===== src/rtl/brc_iter.sv =====
// ----------------------------------------------------------------------------
// brc_iter : multi-cycle branch comparator.
//   Compares two WIDTH-bit operands SLICE bits per cycle, most significant
//   slice first, in signed or unsigned mode. When EARLY_OUT is set it stops at
//   the first differing slice. Otherwise it always scans every slice.
//   Requests and results each use a valid/ready handshake.
// Ports:
//   i_clk, i_reset          clock, synchronous active-high reset
//   i_flush                 kill the in-flight compare / block acceptance
//   i_valid, o_ready        request handshake (o_ready high only in IDLE)
//   i_rs1_data, i_rs2_data  operands A and B
//   i_br_un                 1 = unsigned, 0 = signed compare
//   o_valid, i_ready        result handshake
//   o_br_less, o_br_equal   registered result (A < B, A == B)
// ----------------------------------------------------------------------------
module brc_iter #(
   parameter int WIDTH     = 32,
   parameter int SLICE     = 8,
   parameter int EARLY_OUT = 1
) (
   input  logic             i_clk,
   input  logic             i_reset,
   input  logic             i_flush,
   input  logic             i_valid,
   output logic             o_ready,
   input  logic [WIDTH-1:0] i_rs1_data,
   input  logic [WIDTH-1:0] i_rs2_data,
   input  logic             i_br_un,
   output logic             o_valid,
   input  logic             i_ready,
   output logic             o_br_less,
   output logic             o_br_equal
);

   localparam int NSLICE = (SLICE < 1) ? 1 : (WIDTH / SLICE);
   localparam int IDXW   = (NSLICE > 1) ? $clog2(NSLICE) : 1;
   localparam bit EO     = (EARLY_OUT != 0);

   if ((SLICE < 1) || ((WIDTH % SLICE) != 0)) begin : g_bad_param
      $error("brc_iter: WIDTH must be a positive multiple of SLICE");
   end

   typedef enum logic [1:0] {
      S_IDLE = 2'd0,
      S_CMP  = 2'd1,
      S_DONE = 2'd2
   } state_t;

   state_t             r_state;
   state_t             w_next;
   logic [WIDTH-1:0]   r_a;
   logic [WIDTH-1:0]   r_b;
   logic               r_un;
   logic [IDXW-1:0]    r_idx;
   logic               r_found;      // a difference was already seen (EARLY_OUT=0)
   logic               r_fless;      // less-than of that first difference
   logic               r_less;
   logic               r_equal;
   logic               r_ready;
   logic               r_valid;
   logic [SLICE-1:0]   w_a_slice;
   logic [SLICE-1:0]   w_b_slice;
   logic               w_diff;
   logic               w_lt;
   logic               w_last;
   logic               w_ready_nx;
   logic               w_valid_nx;
   int                 w_base;

   // Slice select and compare of the latched operands.
   always_comb begin
      w_base    = int'(r_idx) * SLICE;
      w_a_slice = r_a[w_base +: SLICE];
      w_b_slice = r_b[w_base +: SLICE];
      // Signed compare: flipping the sign bit of the top slice turns
      // two's-complement order into plain unsigned order.
      if (!r_un && (r_idx == IDXW'(NSLICE - 1))) begin
         w_a_slice[SLICE-1] = ~w_a_slice[SLICE-1];
         w_b_slice[SLICE-1] = ~w_b_slice[SLICE-1];
      end else begin
         w_a_slice = w_a_slice;
      end
      w_diff = (w_a_slice != w_b_slice);
      w_lt   = (w_a_slice <  w_b_slice);
      w_last = (r_idx == IDXW'(0));
   end

   // State register plus registered handshake outputs.
   always_ff @(posedge i_clk) begin
      if (i_reset) begin
         r_state <= S_IDLE;
         r_ready <= 1'b1;
         r_valid <= 1'b0;
      end else begin
         r_state <= w_next;
         r_ready <= w_ready_nx;
         r_valid <= w_valid_nx;
      end
   end

   // Next-state logic; flush forces IDLE from any state.
   always_comb begin
      w_next = r_state;
      if (i_flush) begin
         w_next = S_IDLE;
      end else begin
         case (r_state)
            S_IDLE: begin
               if (i_valid) w_next = S_CMP;
               else         w_next = S_IDLE;
            end
            S_CMP: begin
               if ((w_diff && EO) || w_last) w_next = S_DONE;
               else                          w_next = S_CMP;
            end
            S_DONE: begin
               if (i_ready) w_next = S_IDLE;
               else         w_next = S_DONE;
            end
            default: w_next = S_IDLE;
         endcase
      end
   end

   // Handshake outputs decoded from the next state so they leave a flop.
   always_comb begin
      w_ready_nx = 1'b0;
      w_valid_nx = 1'b0;
      case (w_next)
         S_IDLE:  w_ready_nx = 1'b1;
         S_DONE:  w_valid_nx = 1'b1;
         default: w_ready_nx = 1'b0;
      endcase
   end

   // Operand capture, slice walk and result registers.
   always_ff @(posedge i_clk) begin
      if (i_reset) begin
         r_a     <= '0;
         r_b     <= '0;
         r_un    <= 1'b0;
         r_idx   <= '0;
         r_found <= 1'b0;
         r_fless <= 1'b0;
         r_less  <= 1'b0;
         r_equal <= 1'b0;
      end else if (!i_flush) begin
         case (r_state)
            S_IDLE: begin
               if (i_valid) begin
                  r_a     <= i_rs1_data;
                  r_b     <= i_rs2_data;
                  r_un    <= i_br_un;
                  r_idx   <= IDXW'(NSLICE - 1);
                  r_found <= 1'b0;
                  r_fless <= 1'b0;
               end
            end
            S_CMP: begin
               if (w_diff && EO) begin
                  r_less  <= w_lt;
                  r_equal <= 1'b0;
               end else if (w_last) begin
                  // Highest differing slice decides; none means equal.
                  if (r_found) begin
                     r_less  <= r_fless;
                     r_equal <= 1'b0;
                  end else if (w_diff) begin
                     r_less  <= w_lt;
                     r_equal <= 1'b0;
                  end else begin
                     r_less  <= 1'b0;
                     r_equal <= 1'b1;
                  end
               end else begin
                  if (w_diff && !r_found) begin
                     r_found <= 1'b1;
                     r_fless <= w_lt;
                  end
                  r_idx <= r_idx - 1'b1;
               end
            end
            default: r_idx <= r_idx;
         endcase
      end
   end

   assign o_ready    = r_ready;
   assign o_valid    = r_valid;
   assign o_br_less  = r_less;
   assign o_br_equal = r_equal;

endmodule


===== config.mk =====
export PLATFORM = sky130hd
export DESIGN_NAME = brc_iter
export DESIGN_NICKNAME = d
export VERILOG_FILES = /design/src/rtl/brc_iter.sv
export SDC_FILE = /design/constraint.sdc
export NUM_CORES = 1
export LEC_CHECK = 0
export CORE_MARGIN = 3
export CORE_UTILIZATION = 40
export DETAILED_ROUTE_END_ITERATION = 6
export PLACE_DENSITY = 0.69
export SYNTH_ARGS = -nofsm -noshare
export SYNTH_HDL_FRONTEND = slang
export SYNTH_SLANG_ARGS = --single-unit
export TNS_END_PERCENT = 30

===== constraint.sdc =====
create_clock -name i_clk -period 2.25 [get_ports i_clk]
set_input_delay 0.45 -clock i_clk [delete_from_list [all_inputs] [get_ports i_clk]]
set_output_delay 0.45 -clock i_clk [all_outputs]
set_load 0.1 [all_outputs]

==> results.py, run 1 <==
metrics = {
    "timing": {
        "final_hold_viol_count": 0,
        "max_freq_mhz": 426.3,
        "min_period_ps": 2346,
        "slew_headroom_pct": 49.48,
        "worst_pin_slew_ps": 757.9,
        "fin_ws_ps": -95.77,
        "finalSetupTns_ps": -127.0,
        "finalClockSkew_ps": 5.230,
        "slew_viol_final": 0,
        "min_period_over_period_pct": 104.3,
        "setup_viol": 2,
        "rsz0062_at_grt": "true",
    },
    "floorplan": {
        "die_w_um": 96.27,
        "coreArea_um2": 7807,
        "fp.dieH_um": 96.27,
        "core.rowCount": 32,
        "die_area_um2": 9268,
        "pin_count": 74,
        "start_util_pct": 41.75,
    },
    "global_routing": {
        "grt_usage_pct": 17.27,
        "grt_busiest_layer": "met2",
        "grt_util_met3_pct": 4.691,
        "use_met1_pct": 20.98,
        "gr-total-overflow": 0,
        "use_met2_pct": 29.56,
        "grt_pass1_vias": 2691,
        "grt_pass1_wl_um": 12140,
        "antenna_found_initial": 0,
        "grt_start_max_net_pins": 41,
    },
    "critical_path": {
        "crit_arrival_ps": 2540,
        "end_kind": "flip-flop",
        "cp-start-kind": "flip-flop",
        "path_class": "reg2reg",
        "required_ps": 2440,
        "crit_fanout": 8,
        "r2r_cells": 8,
        "r2r_slack_ps": -100,
    },
    "placed_design": {
        "numPortBuffers": 73,
        "placed_cells": 538,
        "gp_congestion": 0.8689,
        "place_hpwl_um": 5609,
    },
    "detailed_routing": {
        "drtAntennaViolNets": 0,
        "wl_um": 7699,
        "drc_errors": 0,
        "viasPerCell": 5.047,
        "first_pass_iters": 5,
        "vias": 2796,
        "drtIter0Drc": 143,
        "avgRoutedWirePerCell_um": 13.90,
    },
    "clock_tree": {
        "cts_made_buffers": 9,
        "path_clk_slew_ps": 70,
        "cts_tree": "yes",
        "cts_setup_buffers": 0,
        "htree_levels": 3,
        "cts_buffer_depth": 2,
        "cts.sinks": 75,
        "cts-root-buf": "clkbuf_8",
        "clock_latency_ps": 350,
    },
    "power_and_ir_drop": {
        "ir_worst_vdd_uv": 498.8,
        "p_per_area_nw_per_um2": 733.0,
        "leakage_nw": 1.605,
    },
    "finish": {
        "num-nets-final": 527,
        "fin_util_pct": 57.04,
        "syn_to_final_growth_pct": 36.62,
        "final_cells": 554,
        "drive_above_1_share_pct": 13.50,
        "n_antenna_cell": 0,
    },
    "yosys": {
        "syn_nets": 459,
        "ys_seq_area_share_pct": 46.07,
        "synth.top_cell.area_share_pct": 46.07,
        "yosys_register_bits": 75,
        "syn_area_per_cell_um2": 8.600,
        "yosys_warnings": 0,
        "synth_area_leader_cell": "dfxtp_1",
        "ys_types": 28,
        "postSynthCellCount": 379,
        "mappedNetlistArea_um2": 3259,
        "netlist_top_cells_area": "dfxtp_1 46%, nand2_1 16%, a21oi_1 11%",
    },
    "worst_hold_path": {
        "worstHoldPathCells": 2,
        "hp-class": "reg2reg",
    },
    "outcome": {
        "violations": "setup timing",
        "outcome": "complete, but fails checks",
    },
    "run": {
        "cap_violations": 0,
    },
}
-- per-layer routing --
metal | part of all wire, % | vias to the layer above | wire (um)
met5 | 0 | - | 0
met4 | 1.2 | 0 | 92
met3 | 6.0 | 10 | 461
met2 | 53 | 76 | 4050
met1 | 40 | 1303 | 3094
li1 | - | 1407 | -
-- logic make-up after synthesis --
family                     after synthesis  synth area share [%]
muxes                                   16                 11.06
AOI/OAI and AO/OA                       79                 12.44
xor gates and xnor gates                 2                0.5375
adders and majority gates               10                 3.839
and+or+nand+nor                        161                 20.61
buffers and inverters                   36                 5.451
DFF                                     75                 46.07
-- registers in the layout (all words and copies together) (netlist names) --
name and flops:
r_a 32, r_b 32, r_idx 2, r_state 2, o_br_equal 1, o_br_less 1, o_ready 1, o_valid 1
r_fless 1, r_found 1, r_un 1
-- layout by cell type, fill, tap and decap left out, drive strengths merged --
cell type and n:
a311oi 1, nor4b 1, clkbuf 11, nor2 7, nor2b 1, and2 1, o21ai 2, inv 10
a31o 1, nand4b 1, a21oi 74, a211oi 1, nor3b 2, nand3b 2, nor3 3, nand4 2
dfxtp 75, clkdlybuf4s50 68, buf 15, mux4 16, nand2 136, nand3 1, ha 10, nand2b 3
xnor2 1, bufinv 4, or3 1, clkinv 1, xor2 1
-- synthesized netlist by cell type, drive strengths merged --
cell type and n:
nor2 7, nand3b 2, nand2b 3, mux4 16
a311oi 1, xnor2 1, a211oi 1, nand4 2
nand4b 1, nor2b 1, nand3 1, buf 15
dfxtp 75, nor4b 1, a21oi 74, a31o 1
o21ai 2, ha 10, xor2 1, and2 1
clkbuf 11, nor3 3, nand2 136, inv 10
nor3b 2, or3 1
-- power by group --
part,switching (mW),leakage [nW],internal (mW)
registers,0.0422,0.613,1.39
clock network,0.464,0.128,0.848
logic,0.249,0.864,0.271
-- what timing repair did --
item	4_1_cts	5_1_grt
gates cloned	0	0
hold buffers	0	0
gates resized for setup	7	13
endpoints found under the setup margin	5	7
pin swaps	7	5
hold endpoints to repair	0	0
-- per-stage QoR --
step | area [um2] | worst slack (ps) | hold WS, ps | power, mW
after global placement | 4080 | -89.73 | 440.2 | 1.927
after global routing | 4453 | -221.0 | 482.6 | 3.407
after detailed placement | 4080 | -152.5 | 448.2 | 1.940
final | 4453 | -95.77 | 456.1 | 3.264
after CTS | 4362 | -115.3 | 458.5 | 3.255
after floorplan | 3278 | -25.24 | 431.2 | 1.740
-- path summary, 6_finish.rpt --
path,startpoint,to
setup reg to reg,r_idx[0]$_SDFFE_PP0P_,o_br_less$_SDFFE_PP0P_
hold / removal,r_b[8]$_SDFFE_PP0P_,r_b[8]$_SDFFE_PP0P_
hold reg to reg,r_b[8]$_SDFFE_PP0P_,r_b[8]$_SDFFE_PP0P_
setup / recovery,r_idx[0]$_SDFFE_PP0P_,o_br_less$_SDFFE_PP0P_
-- critical path: stages (launching register included) --
cell      delay [ps]
dfxtp_4          380
buf_6            160
mux4_2           500
ha_1             290
nand4_1          200
nor3_4           280
nand2b_4         190
nor2b_4          140
a311oi_2          50
-- area by class of cell --
class                      instances  area, um2
inverter                          10      37.54
multi-input combinational        268       1677
sequential                        75       1506
clock buffer                      11      131.4
clock inverter                     5      125.1
timing repair buffer              83      848.3
tap                              102      127.6
fill                             706       3354
Note: power is estimated with default switching activity, not from simulation.
==> inputs of run 2 (changes only) <==
- DONT_BUFFER_PORTS: not set -> 1
- PLACE_DENSITY: 0.69 -> 0.56
==> results.py, run 2 (same netlist as run 1, synthesis figures left out) <==
metrics = {
    "timing": {
        "slew_headroom_pct": 76.25,
        "worst_pin_slew_ps": 356.3,
        "slew_viol_final": 0,
        "setup_viol": 5,
        "rsz0062_at_grt": "true",
        "min_period_ps": 2358,
        "max_freq_mhz": 424.1,
        "fin_ws_ps": -108.0,
        "final_hold_viol_count": 0,
        "whs_ps": 172.4,
        "finalClockSkew_ps": 5.145,
        "min_period_over_period_pct": 104.8,
    },
    "detailed_routing": {
        "first_pass_iters": 4,
        "drtIter0Drc": 127,
        "drtAntennaViolNets": 0,
        "avgRoutedWirePerCell_um": 15.05,
        "vias": 2503,
        "wl_um": 7329,
        "drc_errors": 0,
        "viasPerCell": 5.140,
    },
    "critical_path": {
        "r2r_cells": 11,
        "crit_arrival_ps": 2580,
        "cp-start-kind": "flip-flop",
        "cp_slowest_cell": "mux4_2",
        "timing.rr.start": "r_idx[0]$_SDFFE_PP0P_",
        "cp_top_family": "simple AND/OR/NAND/NOR gates",
        "setup.worst_path.start": "r_idx[0]$_SDFFE_PP0P_",
        "critical_path_cell_count": 11,
        "cp_common_cell": "buf_12",
        "crit_fanout": 5,
        "path_cells": "buf_6 -> buf_12 -> buf_12 -> mux4_2 -> inv_2 -> ha_4 -> nand4_1 -> nor3_2 -> nand2b_4 -> nor2b_1 -> a311oi_1",
        "worst-path-buf-inv": 4,
        "required_ps": 2470,
        "r2r_slack_ps": -110,
        "end_kind": "flip-flop",
        "path_class": "reg2reg",
        "slowest_delay_ps": 500,
    },
    "finish": {
        "n_antenna_cell": 0,
        "reg.largest.list": "r_a: 32 flops, r_b: 32 flops",
        "drive_above_1_share_pct": 16.62,
        "final_common_cell": "nand2_1",
        "syn_to_final_growth_pct": 13.17,
        "fin_util_pct": 47.24,
        "num-nets-final": 461,
        "fillers": 790,
        "final_cell_mix": "136 x nand2_1, 74 x dfxtp_1, 69 x a21oi_1",
    },
    "clock_tree": {
        "cts_made_buffers": 9,
        "cts.sinks": 75,
        "ctsHoldBuffers": 0,
        "path_clk_slew_ps": 70,
        "clock_latency_ps": 350,
        "cts_buffer_depth": 2,
        "cts_tree": "yes",
        "htree_levels": 3,
        "cts-root-buf": "clkbuf_8",
    },
    "worst_hold_path": {
        "worstHoldPathCells": 1,
        "hp-class": "in2reg",
        "hold_start": "i_reset",
    },
    "placed_design": {
        "gp_congestion": 0.7639,
        "place_hpwl_um": 5183,
        "numPortBuffers": 0,
    },
    "floorplan": {
        "fp.dieH_um": 96.27,
        "die_w_um": 96.27,
        "start_util_pct": 41.75,
        "die_area_um2": 9268,
        "core.rowCount": 32,
        "pin_count": 74,
        "coreArea_um2": 7807,
    },
    "global_routing": {
        "grt_pass1_vias": 2409,
        "grt_pass1_wl_um": 11480,
        "grt_start_max_net_pins": 76,
        "antenna_found_initial": 0,
        "grt_usage_pct": 16.68,
        "gr-total-overflow": 0,
    },
    "power_and_ir_drop": {
        "leakage_nw": 1.293,
        "ir_worst_vdd_uv": 342.9,
        "total_power_mw": 2.771,
        "p_per_area_nw_per_um2": 751.2,
    },
    "run": {
        "cap_violations": 0,
    },
    "outcome": {
        "violations": "setup timing",
        "outcome": "complete, but fails checks",
    },
}
## run 2: cell types whose count changed in the layout (fill, tap and decap cells not counted), moves of 3 or more
cell / change
buf_4: +3
clkdlybuf4s50_1: -68
a21oi_1: -4
bufinv_16: -3
a21oi_2: +4
## run 2: layer usage
layer / up-vias / track usage, % / wire length [um]
li1: 1275 / - / -
met3: 10 / 4.613 / 427
met4: 0 / 7.820 / 129
met1: 1163 / 20.94 / 3245
met2: 55 / 26.45 / 3527
met5: - / 0 / 0
## run 2: layout make-up
cell class | instances | area (um2) | area share, %
tap | 102 | 127.6 | 3.460
inverter | 10 | 37.54 | 1.018
timing repair buffer | 17 | 176.4 | 4.783
multi-input combinational | 268 | 1669 | 45.25
clock buffer | 12 | 135.1 | 3.664
sequential | 75 | 1503 | 40.74
clock inverter | 3 | 40.04 | 1.085
## run 2: report_power, final
group,switching (mW),internal [mW]
registers,0.0371,1.39
clock network,0.459,0.504
logic,0.208,0.173
total,0.704,2.07
## run 2: path summary, 6_finish.rpt
| check | end |
|---|---|
| worst max-delay path | o_br_less$_SDFFE_PP0P_ |
| worst min-delay path | r_a[31]$_SDFFE_PP0P_ |
| worst max register to register | o_br_less$_SDFFE_PP0P_ |
| worst min register to register | r_a[15]$_SDFFE_PP0P_ |
## run 2: repair_timing
| item | 4_1_cts | 5_1_grt |
|---|---|---|
| resized for setup | 5 | 14 |
| buffers inserted | 2 | 0 |
| endpoints found under the setup margin | 5 | 7 |
| pin swaps | 6 | 7 |
| gates cloned | 0 | 0 |
## run 2: worst reg2reg max path, delay by kind of cell (launching register included)
family / cells / cell delay [ps]
adder cells (fa/ha/maj): 1 / 130
AND/OR/NAND/NOR: 4 / 780
flip-flops: 1 / 350
AO/OA/AOI/OAI: 1 / 60
buffers and inverters: 4 / 410
multiplexers: 1 / 500
## run 2: per-stage QoR
stage	setup WS [ps]	std cells	setup TNS, ps	area (um2)
2_1_floorplan	-25.24	379	-37.21	3278
3_3_place_gp	-50.42	470	-91.10	3390
3_5_place_dp	-127.5	470	-283.4	3390
4_1_cts	-103.1	487	-356.4	3612
5_1_grt	-227.8	487	-975.7	3689
6_report	-108.0	487	-227.7	3689
==> inputs of run 3 (changes only) <==
- CORE_MARGIN: 3 -> 2
- SLEW_MARGIN: not set -> 0
==> results.py, run 3 (same netlist as run 1, synthesis figures left out) <==
metrics = {
    "clock_tree": {
        "path_clk_slew_ps": 70,
        "htree_levels": 3,
        "cts_made_buffers": 9,
        "cts_tree": "yes",
        "cts_buffer_depth": 2,
        "cts.sinks": 75,
        "ctsHoldBuffers": 0,
        "cts-root-buf": "clkbuf_8",
        "clock_latency_ps": 340,
    },
    "detailed_routing": {
        "drtIter0Drc": 106,
        "avgRoutedWirePerCell_um": 14.74,
        "wl_um": 7209,
        "viasPerCell": 5.127,
        "first_pass_iters": 4,
        "drtAntennaViolNets": 0,
        "drc_errors": 0,
        "vias": 2507,
    },
    "placed_design": {
        "numPortBuffers": 0,
        "place_hpwl_um": 5027,
        "pre_cts_slack_ps": -199.6,
        "gp_congestion": 0.8105,
    },
    "timing": {
        "final_hold_viol_count": 0,
        "fin_ws_ps": -76.15,
        "rsz0062_at_grt": "true",
        "min_period_over_period_pct": 103.4,
        "slew_headroom_pct": 76.10,
        "finalClockSkew_ps": 5.518,
        "setup_viol": 6,
        "worst_pin_slew_ps": 358.5,
        "max_freq_mhz": 429.9,
        "slew_viol_final": 0,
        "finalSetupTns_ps": -255.2,
        "min_period_ps": 2326,
    },
    "global_routing": {
        "grt_busiest_layer": "met2",
        "grt_start_max_net_pins": 76,
        "antenna_found_initial": 0,
        "use_met1_pct": 22.40,
        "grt_util_met3_pct": 4.976,
        "grt_usage_pct": 17.12,
        "gr-total-overflow": 0,
        "use_met2_pct": 26.73,
        "grt_pass1_wl_um": 11650,
        "grt_pass1_vias": 2429,
    },
    "floorplan": {
        "die_area_um2": 8887,
        "coreArea_um2": 7807,
        "die_w_um": 94.27,
        "fp.dieH_um": 94.27,
        "start_util_pct": 41.75,
        "core.rowCount": 32,
        "pin_count": 74,
    },
    "critical_path": {
        "r2r_slack_ps": -80,
        "cp_slowest_cell": "mux4_2",
        "end_kind": "flip-flop",
        "r2r_end": "o_br_less$_SDFFE_PP0P_",
        "slowest_delay_ps": 500,
        "timing.rr.start": "r_idx[0]$_SDFFE_PP0P_",
        "r2r_cells": 9,
        "crit_fanout": 3,
        "cp-start-kind": "flip-flop",
        "crit_arrival_ps": 2550,
        "path_cells": "buf_6 -> mux4_2 -> xor2_1 -> ha_1 -> nand4_1 -> nor3_2 -> nand2b_4 -> nor2b_4 -> a311oi_1",
        "required_ps": 2470,
        "path_class": "reg2reg",
    },
    "finish": {
        "num-nets-final": 462,
        "final_common_cell": "nand2_1",
        "syn_to_final_growth_pct": 14.55,
        "reg.largest.list": "r_a: 32 flops, r_b: 32 flops",
        "n_antenna_cell": 0,
        "final_cell_mix": "136 x nand2_1, 74 x dfxtp_1, 72 x a21oi_1",
        "fin_util_pct": 47.82,
        "drive_above_1_share_pct": 17.57,
    },
    "power_and_ir_drop": {
        "p_sw_share_pct": 24.98,
        "switching_power_mw": 0.7291,
        "leakage_nw": 1.336,
        "p_seq_share_pct": 48.9,
        "p_int_mw": 2.189,
        "total_power_mw": 2.919,
        "p_per_area_nw_per_um2": 781.7,
        "ir_worst_vdd_uv": 324.7,
        "power_frac_comb_pct": 13.5,
        "clkPwrFrac_pct": 37.6,
    },
    "worst_hold_path": {
        "hp-class": "in2reg",
        "hold_start": "i_reset",
        "hold_end": "o_valid$_SDFF_PP0_",
        "worstHoldPathCells": 1,
    },
    "outcome": {
        "outcome": "complete, but fails checks",
        "violations": "setup timing",
    },
    "run": {
        "cap_violations": 0,
    },
}
## run 3: cell count changes in the layout (fill, tap and decap cells not counted), moves of 2 or more
cell,previous run,this run
a21oi_2,5,2
clkbuf_1,3,1
a21oi_1,69,72
clkinv_2,2,4
## run 3: timing repair
item,in CTS,in global routing
setup buffers,2,1
setup endpoints to repair,6,7
pin swaps,7,6
gates resized for setup,6,16
## run 3: power groups by stage
stage / Clock [mW] / Combinational, mW / Sequential, mW
after floorplan: 0 / 0.280 / 1.46
after global placement: 0 / 0.337 / 1.46
after detailed placement: 0 / 0.346 / 1.46
after CTS: 1.13 / 0.363 / 1.43
after global routing: 1.19 / 0.443 / 1.43
final: 1.10 / 0.394 / 1.43
## run 3: how the worst max path moves through the flow
stage | start | to | cells after the start
after CTS | r_idx[0]$_SDFFE_PP0P_ | o_br_less$_SDFFE_PP0P_ | 9
final | r_idx[0]$_SDFFE_PP0P_ | o_br_less$_SDFFE_PP0P_ | 9
after global placement | r_idx[0]$_SDFFE_PP0P_ | r_idx[1]$_SDFFE_PP0P_ | 9
after floorplan | r_idx[0]$_SDFFE_PP0P_ | r_idx[1]$_SDFFE_PP0P_ | 9
after global routing | r_idx[0]$_SDFFE_PP0P_ | o_br_less$_SDFFE_PP0P_ | 11
after detailed placement | r_idx[0]$_SDFFE_PP0P_ | r_idx[1]$_SDFFE_PP0P_ | 9
## run 3: area by class of cell
class                           count  area (um2)
Clock buffer                       10       127.6
Clock inverter                      6       80.08
Fill cell                         805        4074
Inverter                           10       37.54
Multi-Input combinational cell    268        1664
Sequential cell                    75        1505
Tap cell                          102       127.6
Timing Repair Buffer               18       191.4
## run 3: routing by layer
metal,vias up,routed length [um]
met5,-,0
met4,0,103
met3,9,390
met2,59,3309
met1,1166,3405
li1,1273,-
## run 3: per-stage QoR
step	hold WS, ps	cells	area, um2
floorplan	431.2	379	3278
global placement	436.4	470	3390
detailed placement	440.3	470	3390
CTS	152.0	488	3651
global route	142.1	489	3734
finish	177.7	489	3734
## run 3: critical path: cells and delay by family (launching register included)
| family | cells | cell delay, ps |
|---|---|---|
| AND/OR/NAND/NOR | 4 | 740 |
| XOR/XNOR | 1 | 160 |
| flip-flops | 1 | 360 |
| adder cells (fa/ha/maj) | 1 | 290 |
| multiplexers | 1 | 500 |
| buffers and inverters | 1 | 120 |
| AO/OA/AOI/OAI | 1 | 40 |
